<file path="config.mk">
export PLATFORM = sky130hd
export DESIGN_NAME = sr_button_conditioner
export DESIGN_NICKNAME = d
export VERILOG_FILES = /design/src/rtl/sr_cond_pkg.sv /design/src/rtl/sr_debounce.sv /design/src/rtl/sr_button_conditioner.sv
export SDC_FILE = /design/constraint.sdc
export NUM_CORES = 1
export LEC_CHECK = 0
export ABC_CLOCK_PERIOD_IN_PS = 1800
export CORE_MARGIN = 8
export CORE_UTILIZATION = 52
export CTS_CLUSTER_SIZE = 14
export DETAILED_ROUTE_END_ITERATION = 10
export HOLD_SLACK_MARGIN = 0.08
export PLACE_DENSITY = 0.74
export SYNTH_ARGS = -nofsm -noshare
export SYNTH_HDL_FRONTEND = slang
export SYNTH_SLANG_ARGS = --single-unit
</file>
<file path="constraint.sdc">
create_clock -name clk -period 1.8 [get_ports clk]
set_clock_uncertainty 0.2 [all_clocks]
set_input_delay 0.54 -clock clk [delete_from_list [all_inputs] [get_ports clk]]
set_output_delay 0.54 -clock clk [all_outputs]
set_load 0.02 [all_outputs]
</file>
<file path="src/rtl/sr_cond_pkg.sv">
// Shared types and constants for the SR button conditioner.
// Holds the arbitration command encoding and the synchroniser depth.
package sr_cond_pkg;

  typedef enum logic [1:0] {
    CMD_NONE,
    CMD_SET,
    CMD_RESET,
    CMD_CONFLICT
  } sr_cmd_t;

  localparam int unsigned SYNC_STAGES = 2;

  // Fixed arbitration: coincident command events are always flagged as a conflict.
  function automatic sr_cmd_t arbitrate(input logic set_ev, input logic reset_ev);
    sr_cmd_t cmd;
    unique case ({set_ev, reset_ev})
      2'b10:   cmd = CMD_SET;
      2'b01:   cmd = CMD_RESET;
      2'b11:   cmd = CMD_CONFLICT;
      default: cmd = CMD_NONE;
    endcase
    return cmd;
  endfunction

endpackage

</file>
<file path="src/rtl/sr_debounce.sv">
// One button channel: 2-flop synchroniser, consecutive-cycle stability counter,
// accepted level and single-cycle rising-edge event.
module sr_debounce
  import sr_cond_pkg::*;
#(
  parameter int unsigned DEBOUNCE_CYCLES = 16
) (
  input  logic clk,
  input  logic reset,
  input  logic btn,
  output logic rise
);

  localparam int unsigned CNT_W = $clog2(DEBOUNCE_CYCLES + 1);
  localparam logic [CNT_W-1:0] CNT_LAST = CNT_W'(DEBOUNCE_CYCLES - 1);

  logic [SYNC_STAGES-1:0] sync;
  logic                   sync2;
  logic                   stable;
  logic                   stable_q;
  logic [CNT_W-1:0]       cnt;

  assign sync2 = sync[SYNC_STAGES-1];

  // NOTE: every register here updates with <= so all of them see the
  // pre-edge values of each other, which is what the counter/stable
  // comparison below relies on.
  always_ff @(posedge clk or posedge reset) begin
    if (reset) begin
      sync     <= '0;
      stable   <= 1'b0;
      stable_q <= 1'b0;
      cnt      <= '0;
    end else begin
      sync     <= {sync[SYNC_STAGES-2:0], btn};
      stable_q <= stable;
      if (sync2 == stable) begin
        cnt <= '0;
      end else if (cnt == CNT_LAST) begin
        stable <= sync2;
        cnt    <= '0;
      end else begin
        cnt <= cnt + CNT_W'(1);
      end
    end
  end

  // Only presses generate events; releases are absorbed silently.
  assign rise = stable & ~stable_q;

endmodule

</file>
<file path="src/rtl/sr_button_conditioner.sv">
// Debounced set/reset command generator feeding an SR flip-flop stage.
// Build option: define SR_COND_INVALID_PASS_EN to pass coincident commands as S=R=1.
module sr_button_conditioner
  import sr_cond_pkg::*;
#(
  parameter int unsigned DEBOUNCE_CYCLES = 16
) (
  input  logic clk,
  input  logic reset,
  input  logic btn_set,
  input  logic btn_reset,
  output logic S,
  output logic R,
  output logic conflict
);

  logic    set_rise;
  logic    reset_rise;
  sr_cmd_t cmd;

  sr_debounce #(.DEBOUNCE_CYCLES(DEBOUNCE_CYCLES)) u_set_ch (
    .clk   (clk),
    .reset (reset),
    .btn   (btn_set),
    .rise  (set_rise)
  );

  sr_debounce #(.DEBOUNCE_CYCLES(DEBOUNCE_CYCLES)) u_reset_ch (
    .clk   (clk),
    .reset (reset),
    .btn   (btn_reset),
    .rise  (reset_rise)
  );

  assign cmd = arbitrate(set_rise, reset_rise);

  always_ff @(posedge clk or posedge reset) begin
    if (reset) begin
      S        <= 1'b0;
      R        <= 1'b0;
      conflict <= 1'b0;
    end else begin
      unique case (cmd)
        CMD_SET: begin
          S        <= 1'b1;
          R        <= 1'b0;
          conflict <= 1'b0;
        end
        CMD_RESET: begin
          S        <= 1'b0;
          R        <= 1'b1;
          conflict <= 1'b0;
        end
        CMD_CONFLICT: begin
`ifdef SR_COND_INVALID_PASS_EN
          S        <= 1'b1;
          R        <= 1'b1;
`else
          S        <= 1'b0;
          R        <= 1'b0;
`endif
          conflict <= 1'b1;
        end
        default: begin
          S        <= 1'b0;
          R        <= 1'b0;
          conflict <= 1'b0;
        end
      endcase
    end
  end

endmodule

</file>
After elaboration in Yosys (flattened, before gate mapping)
Index checks and enable logic that the tools add are counted.
- add/sub/neg operators: 2
- $mul: 0
- divide/modulo/power cells: 0
- order comparisons: 0
- equality and inequality tests: 10
- shift operators: 0
- muxes and demuxes: 8
- bitwise operators: 6
- reduce and logical (&&, ||, !) cells: 2
- operators by type and width (operator ; number):
    $mux 5 ; 4
    $add 5x1->5 const B ; 2
    $eq 5x4->1 const B ; 2
    $eq 2x2->1 const B ; 4
    $pmux 2 s3 ; 1
    $eq 2x1->1 const B ; 2
    $not 1->1 ; 4
    $reduce_and 2->1 ; 2
    $mux 1 ; 3
    $and 1x1->1 ; 2
    $eq 1x1->1 ; 2
- register bits after elaboration: 21
- bits in latches: 0
- RAM bits: 0
- bits in read-only memories: 0
- input bits: 4
- output and inout bits: 3
- word-level logic and storage cells: 39
- memories kept: 0

Logic depth before layout (Yosys ltp)
Gate-level depths: netlist of the first run.
- depth in word-level cells: 6
- gate-level depth with buffers: 4
- depth with buffers taken out: 4

Hierarchy
From an unflattened synthesis of the first run, not the netlist that was laid out.
- cells, all modules: 59
- area total of the unflattened synthesis: 787.0 µm²
- modules (own cells, without submodules) (module ; instances ; cells an instance ; area each (µm²)):
    sr_debounce ; 2 ; 26 ; 342.8
    sr_button_conditioner ; 1 ; 7 ; 101.3

Least setup slack after synthesis of the first run
Ideal clock, no wire load.
- kind: reg2reg
- start: register u_set_ch.cnt[0]
- end: register u_set_ch.stable
- setup time: 0.127 ns
- arrival: 1.040 ns
- data required time: 1.473 ns
- path slack: 0.433 ns
- stages on the path, launching flop included: 5
- path buffers: 0
- cells stage by stage: dfrtp_1 ha_1 nand3_2 nor2_1 mux2_1
- word-level cells in the longest chain between the ends: 2
- ends and longest elaborated chain (item ; line ; text):
    start, declared ; sr_debounce.sv:21 ; logic [CNT_W-1:0] cnt;
    start signal, assigned ; sr_debounce.sv:43 ; cnt <= cnt + CNT_W'(1);
    $eq 5x4->1 ; sr_debounce.sv:39 ; end else if (cnt == CNT_LAST) begin
    $reduce_and 2->1 (no source line) ; -- ;
    end signal, assigned ; sr_debounce.sv:40 ; stable <= sync2;
    end, declared ; sr_debounce.sv:19 ; logic stable;
Every way passes these cells.
A chain may end at the register's enable or synchronous reset.

Worst setup path in the final report of the first run
- start: register conflict
- end: output port conflict
- RTL lines (item ; line ; text):
    start, declared ; sr_button_conditioner.sv:14 ; output logic conflict
    start signal, assigned ; sr_button_conditioner.sv:41 ; conflict <= 1'b0;
    start signal, assigned ; sr_button_conditioner.sv:47 ; conflict <= 1'b0;
    start signal, assigned ; sr_button_conditioner.sv:52 ; conflict <= 1'b0;
No word-level cell between the ends.

==> results of run 1 <==
[Yosys cell counts (all sizes together)]
| cell type | count | area, µm² |
|---|---|---|
| mux2 | 2 | 22.5 |
| nand2b | 2 | 12.5 |
| ha | 2 | 25.0 |
| and3 | 2 | 13.8 |
| nand3 | 4 | 30.0 |
| o21ai | 2 | 17.5 |
| dfrtp | 21 | 526 |
| nor2 | 9 | 38.8 |
| xor2 | 6 | 52.6 |
| and2 | 2 | 13.8 |
| inv | 3 | 11.3 |
| nor2b | 2 | 12.5 |
[per-layer routing]
layer  GRT usage  vias to the layer above  share of wire
met5           0                        -              0
met4      0.0738                        0          0.031
met3      0.0272                        4          0.065
met2       0.106                        9           0.39
met1      0.0998                      174           0.51
li1            -                      202              -
[stage by stage]
stage | cells | power [mW] | instance area, µm² | setup WS, ns | utilization
6_report | 84 | 0.757 | 886 | 0.0766 | 0.609
3_5_place_dp | 80 | 0.550 | 863 | 0.154 | 0.594
3_3_place_gp | 80 | 0.548 | 863 | 0.166 | 0.594
5_1_grt | 84 | 0.790 | 886 | 0.0424 | 0.609
2_1_floorplan | 57 | 0.534 | 776 | 0.433 | -
4_1_cts | 84 | 0.772 | 886 | 0.0576 | 0.609
[flip-flops by register name, indices dropped and copies added (netlist names)]
name / count
R: 1
S: 1
conflict: 1
u_reset_ch.cnt: 5
u_reset_ch.stable: 1
u_reset_ch.stable_q: 1
u_reset_ch.sync: 2
u_set_ch.cnt: 5
u_set_ch.stable: 1
u_set_ch.stable_q: 1
u_set_ch.sync: 2
[path summary, 6_finish.rpt]
check                                   endpoint        startpoint
worst max-delay path                    conflict          conflict
worst min-delay path            u_set_ch.sync[1]  u_set_ch.sync[0]
worst max register to register   u_set_ch.stable   u_set_ch.cnt[0]
worst min register to register  u_set_ch.sync[1]  u_set_ch.sync[0]
max in group asynchronous                      R             reset
min in group asynchronous       u_set_ch.sync[0]             reset
[power by group through the flow]
stage | clock [mW] | combinational, mW | sequential [mW]
6_report | 0.218 | 0.0420 | 0.497
3_5_place_dp | 0 | 0.0433 | 0.507
3_3_place_gp | 0 | 0.0422 | 0.506
2_1_floorplan | 0 | 0.0293 | 0.505
4_1_cts | 0.231 | 0.0434 | 0.497
5_1_grt | 0.240 | 0.0505 | 0.499
[area by class of cell]
| cell class | count | area, µm² | share of cell area |
|---|---|---|---|
| Tap cell | 16 | 20.0 | 0.0226 |
| Clock buffer | 4 | 26.3 | 0.0297 |
| Multi-Input combinational cell | 33 | 239 | 0.270 |
| Inverter | 3 | 11.3 | 0.0127 |
| Timing Repair Buffer | 7 | 63.8 | 0.0720 |
| Sequential cell | 21 | 526 | 0.593 |
[cell families (layout without fill, tap and decap cells)]
logic type               count (synthesis)  after routing  synth area share
buffers and inverters                    3             14            0.0145
XOR/XNOR                                 6              6            0.0677
multiplexers                             2              2            0.0290
AND/OR/NAND/NOR                         21             21             0.156
flip-flops                              21             21             0.677
AO/OA/AOI/OAI                            2              2            0.0226
adder cells (fa/ha/maj)                  2              2            0.0323
==> impl_metrics.json, run 1 <==
{
  "layout_commonest_cell": "sky130_fd_sc_hd__dfrtp_1",
  "grt_pass1_vias": 408,
  "grt_max_degree": 22,
  "detailedRoute.firstPassIterationCount": 3,
  "gate_count_post_synth": 57,
  "grt-ovfl-total": 0,
  "register_to_register_path_setup_slack_ns": 0.36,
  "initial_antenna_violation_count": 0,
  "post_synth.cell_area_avg_um2": 13.6,
  "detailed_place_hpwl_um": 680,
  "worst_hold_check_slack_ns": 0.159,
  "routed_wl_um": 926,
  "critical-path-top-delay-family": "flip-flops",
  "setup_viol": 0,
  "grt_pass1_wl_um": 1660,
  "drt_first_iter_violations": 5,
  "layout-area-overhead-vs-synth_pct": 14.2,
  "coreArea_mm2": 0.00145,
  "clkSinkCount": 21,
  "tightest_slew_ns": 0.254,
  "numCtsBuffers": 3,
  "grtUsageTotal": 0.0802,
  "synth.yosys.seq_area_share": 0.677,
  "max_cap_viol_count": 0,
  "finalNetCount": 75,
  "run_status": "complete, no violations",
  "mappedNetlistNets": 63,
  "detail-route-antenna-nets": 0,
  "final_hold_fails": 0,
  "port-buffer-count": 6,
  "detail_route.wl_per_cell_um": 11.0,
  "timing.max_slew.rel_slack": 0.830,
  "minimum_period_implied_by_the_final_worst_setup_slack_ns": 1.72,
  "fp.dieW_um": 54.6,
  "pwr-share-comb": 0.055,
  "worstHoldPathType": "flop to flop",
  "p_per_area_mw_per_mm2": 854,
  "synthDistinctLibCells": 16,
  "power.static_leakage_nw": 0.470,
  "post_route_cells_drive_above_1_share": 0.176,
  "clkSlewWorstSetupHoldPaths_ns": 0.11,
  "synthesis.area_um2": 776,
  "die-area_mm2": 0.00298,
  "clkLatencyLatePin_ns": 0.30,
  "worst_ir_drop_vdd_mv": 0.450,
  "timing.hold.worst_path_depth": 0,
  "tritoncts": "built",
  "drc": 0,
  "vias": 389,
  "clockPowerShare": 0.288,
  "reg2reg_depth": 4,
  "postCtsHoldBufs": 0,
  "cp-end-kind": "primary output",
  "vias_per_cell": 4.63,
  "maxClockFrequency_mhz": 580,
  "crit_path_top_delay_cell": "sky130_fd_sc_hd__dfrtp_1",
  "grt_setup_unrepaired": "false",
  "worstPathArrival_ns": 0.98,
  "power.sequential.fraction": 0.657,
  "worst_setup_path_start_kind": "flop",
  "critical_path.n_buffers_inverters": 1,
  "final_cell_mix": "sky130_fd_sc_hd__dfrtp_1 (21), sky130_fd_sc_hd__nor2_1 (7), sky130_fd_sc_hd__xor2_1 (6)",
  "cellInternalPower_uw": 593,
  "synth_seq_cells": 21,
  "slew_viol_final": 0,
  "cts_max_level": 1,
  "floorplan.initialDensity": 0.534,
  "post-cts-setup-buffers": 0,
  "crit_path_cell_trace": "dlygate4sd2_1",
  "placementRows": 14,
  "crit_required_ns": 1.06,
  "timing.critical_path.slowest_cell_delay_ns": 0.37,
  "layout_worst_path_cycle_share": 0.957,
  "fin_setup_tns_ns": 0,
  "clock_tree.root_cell": "sky130_fd_sc_hd__clkbuf_4",
  "power_switching_share": 0.217,
  "insertedDiodeCount": 0,
  "fillerInstances": 128,
  "ios": 7,
  "setup.worst_path.class": "flop to primary output",
  "die_h_um": 54.6,
  "yosysWarnings": 0,
  "post_cts.resized_instances": 3,
  "power_switching_uw": 164,
  "critical_path_cell_count": 1,
  "maximum_clock_insertion_buffer_count": 2,
  "finalWeightedCongestion": 0.712,
  "crit_path_max_fanout": 1
}
(Power assumes the default switching activity.)
==> inputs of run 2 (changes only) <==
--- a/config.mk
+++ b/config.mk
@@ -5,13 +5,14 @@
 export SDC_FILE = /design/constraint.sdc
 export NUM_CORES = 1
 export LEC_CHECK = 0
-export ABC_CLOCK_PERIOD_IN_PS = 1800
+export ABC_CLOCK_PERIOD_IN_PS = 2100
 export CORE_MARGIN = 8
-export CORE_UTILIZATION = 52
+export CORE_UTILIZATION = 25
 export CTS_CLUSTER_SIZE = 14
 export DETAILED_ROUTE_END_ITERATION = 10
 export HOLD_SLACK_MARGIN = 0.08
-export PLACE_DENSITY = 0.74
+export PLACE_DENSITY = 0.42
 export SYNTH_ARGS = -nofsm -noshare
 export SYNTH_HDL_FRONTEND = slang
+export SYNTH_HIERARCHICAL = 1
 export SYNTH_SLANG_ARGS = --single-unit
==> constraint.sdc (replaced) <==
create_clock -name clk -period 2.1 [get_ports clk]
set_clock_uncertainty 0.2 [all_clocks]
set_input_delay 0.63 -clock clk [delete_from_list [all_inputs] [get_ports clk]]
set_output_delay 0.63 -clock clk [all_outputs]
set_load 0.02 [all_outputs]
==> impl_metrics.json, run 2 <==
{
  "mappedNetlistNets": 65,
  "timing.hold.worst_path_depth": 0,
  "yosysWarnings": 6,
  "grt_pass1_wl_um": 1870,
  "numCtsBuffers": 3,
  "setup.worst_path.class": "flop to primary output",
  "slew_viol_final": 0,
  "synth.yosys.seq_area_share": 0.668,
  "finalWeightedCongestion": 0.682,
  "crit_path_cell_trace": "clkdlybuf4s50_1",
  "synthesis.area_um2": 787,
  "crit_required_ns": 1.27,
  "postCtsHoldBufs": 0,
  "routed_wl_um": 1040,
  "synthDistinctLibCells": 15,
  "detail_route.wl_per_cell_um": 9.18,
  "clock_tree.root_cell": "sky130_fd_sc_hd__clkbuf_4",
  "register_to_register_path_setup_slack_ns": 0.62,
  "timing.max_slew.rel_slack": 0.772,
  "worstPathArrival_ns": 1.23,
  "gate_count_post_synth": 59,
  "tritoncts": "built",
  "synth_edf_count": 0,
  "vias": 412,
  "ios": 7,
  "clkSinkCount": 21,
  "grtUsageTotal": 0.0489,
  "crit-reg2reg-capture": "u_set_ch/stable",
  "worst_ir_drop_vdd_mv": 0.321,
  "final_cell_mix": "sky130_fd_sc_hd__dfrtp_1 (21), sky130_fd_sc_hd__nor2_1 (6), sky130_fd_sc_hd__xor2_1 (6)",
  "detailedRoute.firstPassIterationCount": 2,
  "grt-ovfl-total": 0,
  "critical_path.n_buffers_inverters": 1,
  "grt_pass1_vias": 437,
  "placementRows": 20,
  "insertedDiodeCount": 0,
  "synth.most_common_cell": "sky130_fd_sc_hd__dfrtp_1",
  "power.static_leakage_nw": 0.499,
  "post_synth.cell_area_avg_um2": 13.3,
  "cts_max_level": 1,
  "die_h_um": 72.1,
  "vias_per_cell": 3.65,
  "synth_seq_cells": 21,
  "minimum_period_implied_by_the_final_worst_setup_slack_ns": 2.06,
  "area.sequential_um2": 526,
  "area_taken_by_multi_input_logic_gates_um2": 243,
  "fp.dieW_um": 72.1,
  "maximum_clock_insertion_buffer_count": 2,
  "post_route_cells_drive_above_1_share": 0.159,
  "design_area_um2": 930,
  "layout-area-overhead-vs-synth_pct": 18.1,
  "post-synth-top-area-fraction": 0.668,
  "port-buffer-count": 6,
  "crit_path_top_delay_cell": "sky130_fd_sc_hd__clkdlybuf4s50_1",
  "grt_setup_unrepaired": "false",
  "placedInstanceArea_um2": 902,
  "detailed_place_hpwl_um": 807,
  "maxClockFrequency_mhz": 485,
  "initial_antenna_violation_count": 0,
  "fillerInstances": 306,
  "clkSlewWorstSetupHoldPaths_ns": 0.12,
  "drt_first_iter_violations": 17,
  "fin_setup_tns_ns": 0,
  "drc": 0,
  "most_instantiated_flip_flop_cell_in_the_synthesis_netlist": "sky130_fd_sc_hd__dfrtp_1",
  "grt_max_degree": 12,
  "timing.critical_path.slowest_cell_delay_ns": 0.59,
  "setup_viol": 0,
  "final_hold_fails": 0,
  "p_per_area_mw_per_mm2": 697,
  "tightest_slew_ns": 0.341,
  "hold_start": "u_set_ch/sync[0]",
  "critical-path-top-delay-family": "buffers and inverters",
  "worstHoldPathType": "flop to flop",
  "layout_worst_path_cycle_share": 0.982,
  "layout_commonest_cell": "sky130_fd_sc_hd__dfrtp_1",
  "max_cap_viol_count": 0,
  "finalNetCount": 76,
  "fraction_of_synthesis_flops_using_an_asynchronous_set_or_reset_pin": 1.00,
  "holdPathEnd": "u_set_ch/sync[1]",
  "run_status": "complete, no violations",
  "die-area_mm2": 0.00520,
  "dp.cells": 109,
  "reg2reg_depth": 4,
  "netlist_top_cells_area": "sky130_fd_sc_hd__dfrtp_1 (67%), sky130_fd_sc_hd__xor2_1 (6.7%), sky130_fd_sc_hd__ha_1 (3.2%), sky130_fd_sc_hd__mux2_1 (2.9%), sky130_fd_sc_hd__nor2_1 (2.9%)",
  "post-layout-total-power_uw": 648,
  "clkLatencyLatePin_ns": 0.30,
  "floorplan.initialDensity": 0.260,
  "crit_path_max_fanout": 1,
  "largestRegisters": "u_reset_ch/cnt (5), u_set_ch/cnt (5)",
  "worst_setup_path_start_kind": "flop",
  "coreArea_mm2": 0.00303,
  "netlist_top_cells_count": "sky130_fd_sc_hd__dfrtp_1 (21), sky130_fd_sc_hd__nor2_1 (6), sky130_fd_sc_hd__xor2_1 (6), sky130_fd_sc_hd__inv_1 (5), sky130_fd_sc_hd__nor2b_1 (3)",
  "cp-end-kind": "primary output",
  "crit-reg2reg-launch": "u_set_ch/cnt[0]",
  "netlist.top_cell.by_area": "sky130_fd_sc_hd__dfrtp_1",
  "fin_cells": 113,
  "post-cts-setup-buffers": 0,
  "fin_util": 0.307,
  "detail-route-antenna-nets": 0
}
-- run 2: layout make-up --
class / instances / share of cell area
inverters: 5 / 0.0202
multi-input cells: 33 / 0.261
well taps: 44 / 0.0592
flip-flops and latches: 21 / 0.565
repair buffers: 6 / 0.0659
clock buffers: 4 / 0.0283
-- run 2: how the worst max path moves through the flow --
stage	from	end	slack, ns	cells after the start
global placement	R	R	0.37	1
CTS	S	S	0.02	1
floorplan	u_reset_ch/cnt[0]	u_reset_ch/stable	0.73	4
detailed placement	R	R	0.35	1
global route	S	S	0.002	1
finish	S	S	0.04	1
-- run 2: metrics by stage --
stage	worst slack [ns]	hold slack, ns
after floorplan	0.733	0.131
after global placement	0.374	0.134
after detailed placement	0.350	0.136
after CTS	0.0204	0.160
after global routing	0.00196	0.173
final	0.0368	0.156
-- run 2: what timing repair did --
action	CTS	global route
endpoints found under the setup margin	1	1
resized for setup	1	1
pin swaps	0	0
-- run 2: layer usage --
metal  GRT usage  vias to the layer above  share of wire
met5           0                        -              0
met4      0.0408                        0          0.026
met3      0.0220                        2          0.040
met2      0.0702                       10           0.41
met1      0.0540                      191           0.52
li1            -                      209              -
-- run 2: logic make-up after synthesis --
family / Yosys count / share of synthesized area
adder cells (fa/ha/maj): 2 / 0.0318
AO/OA/AOI/OAI: 2 / 0.0223
multiplexers: 2 / 0.0286
flip-flops: 21 / 0.668
XOR/XNOR: 6 / 0.0668
buffers and inverters: 5 / 0.0238
AND/OR/NAND/NOR: 21 / 0.159
-- run 2: power breakdown --
part / leakage [nW] / internal [mW] / switching, mW
Combinational: 0.205 / 0.0154 / 0.0197
Sequential: 0.279 / 0.417 / 0.00874
Clock: 0.0150 / 0.0739 / 0.112
Total: 0.499 / 0.507 / 0.141
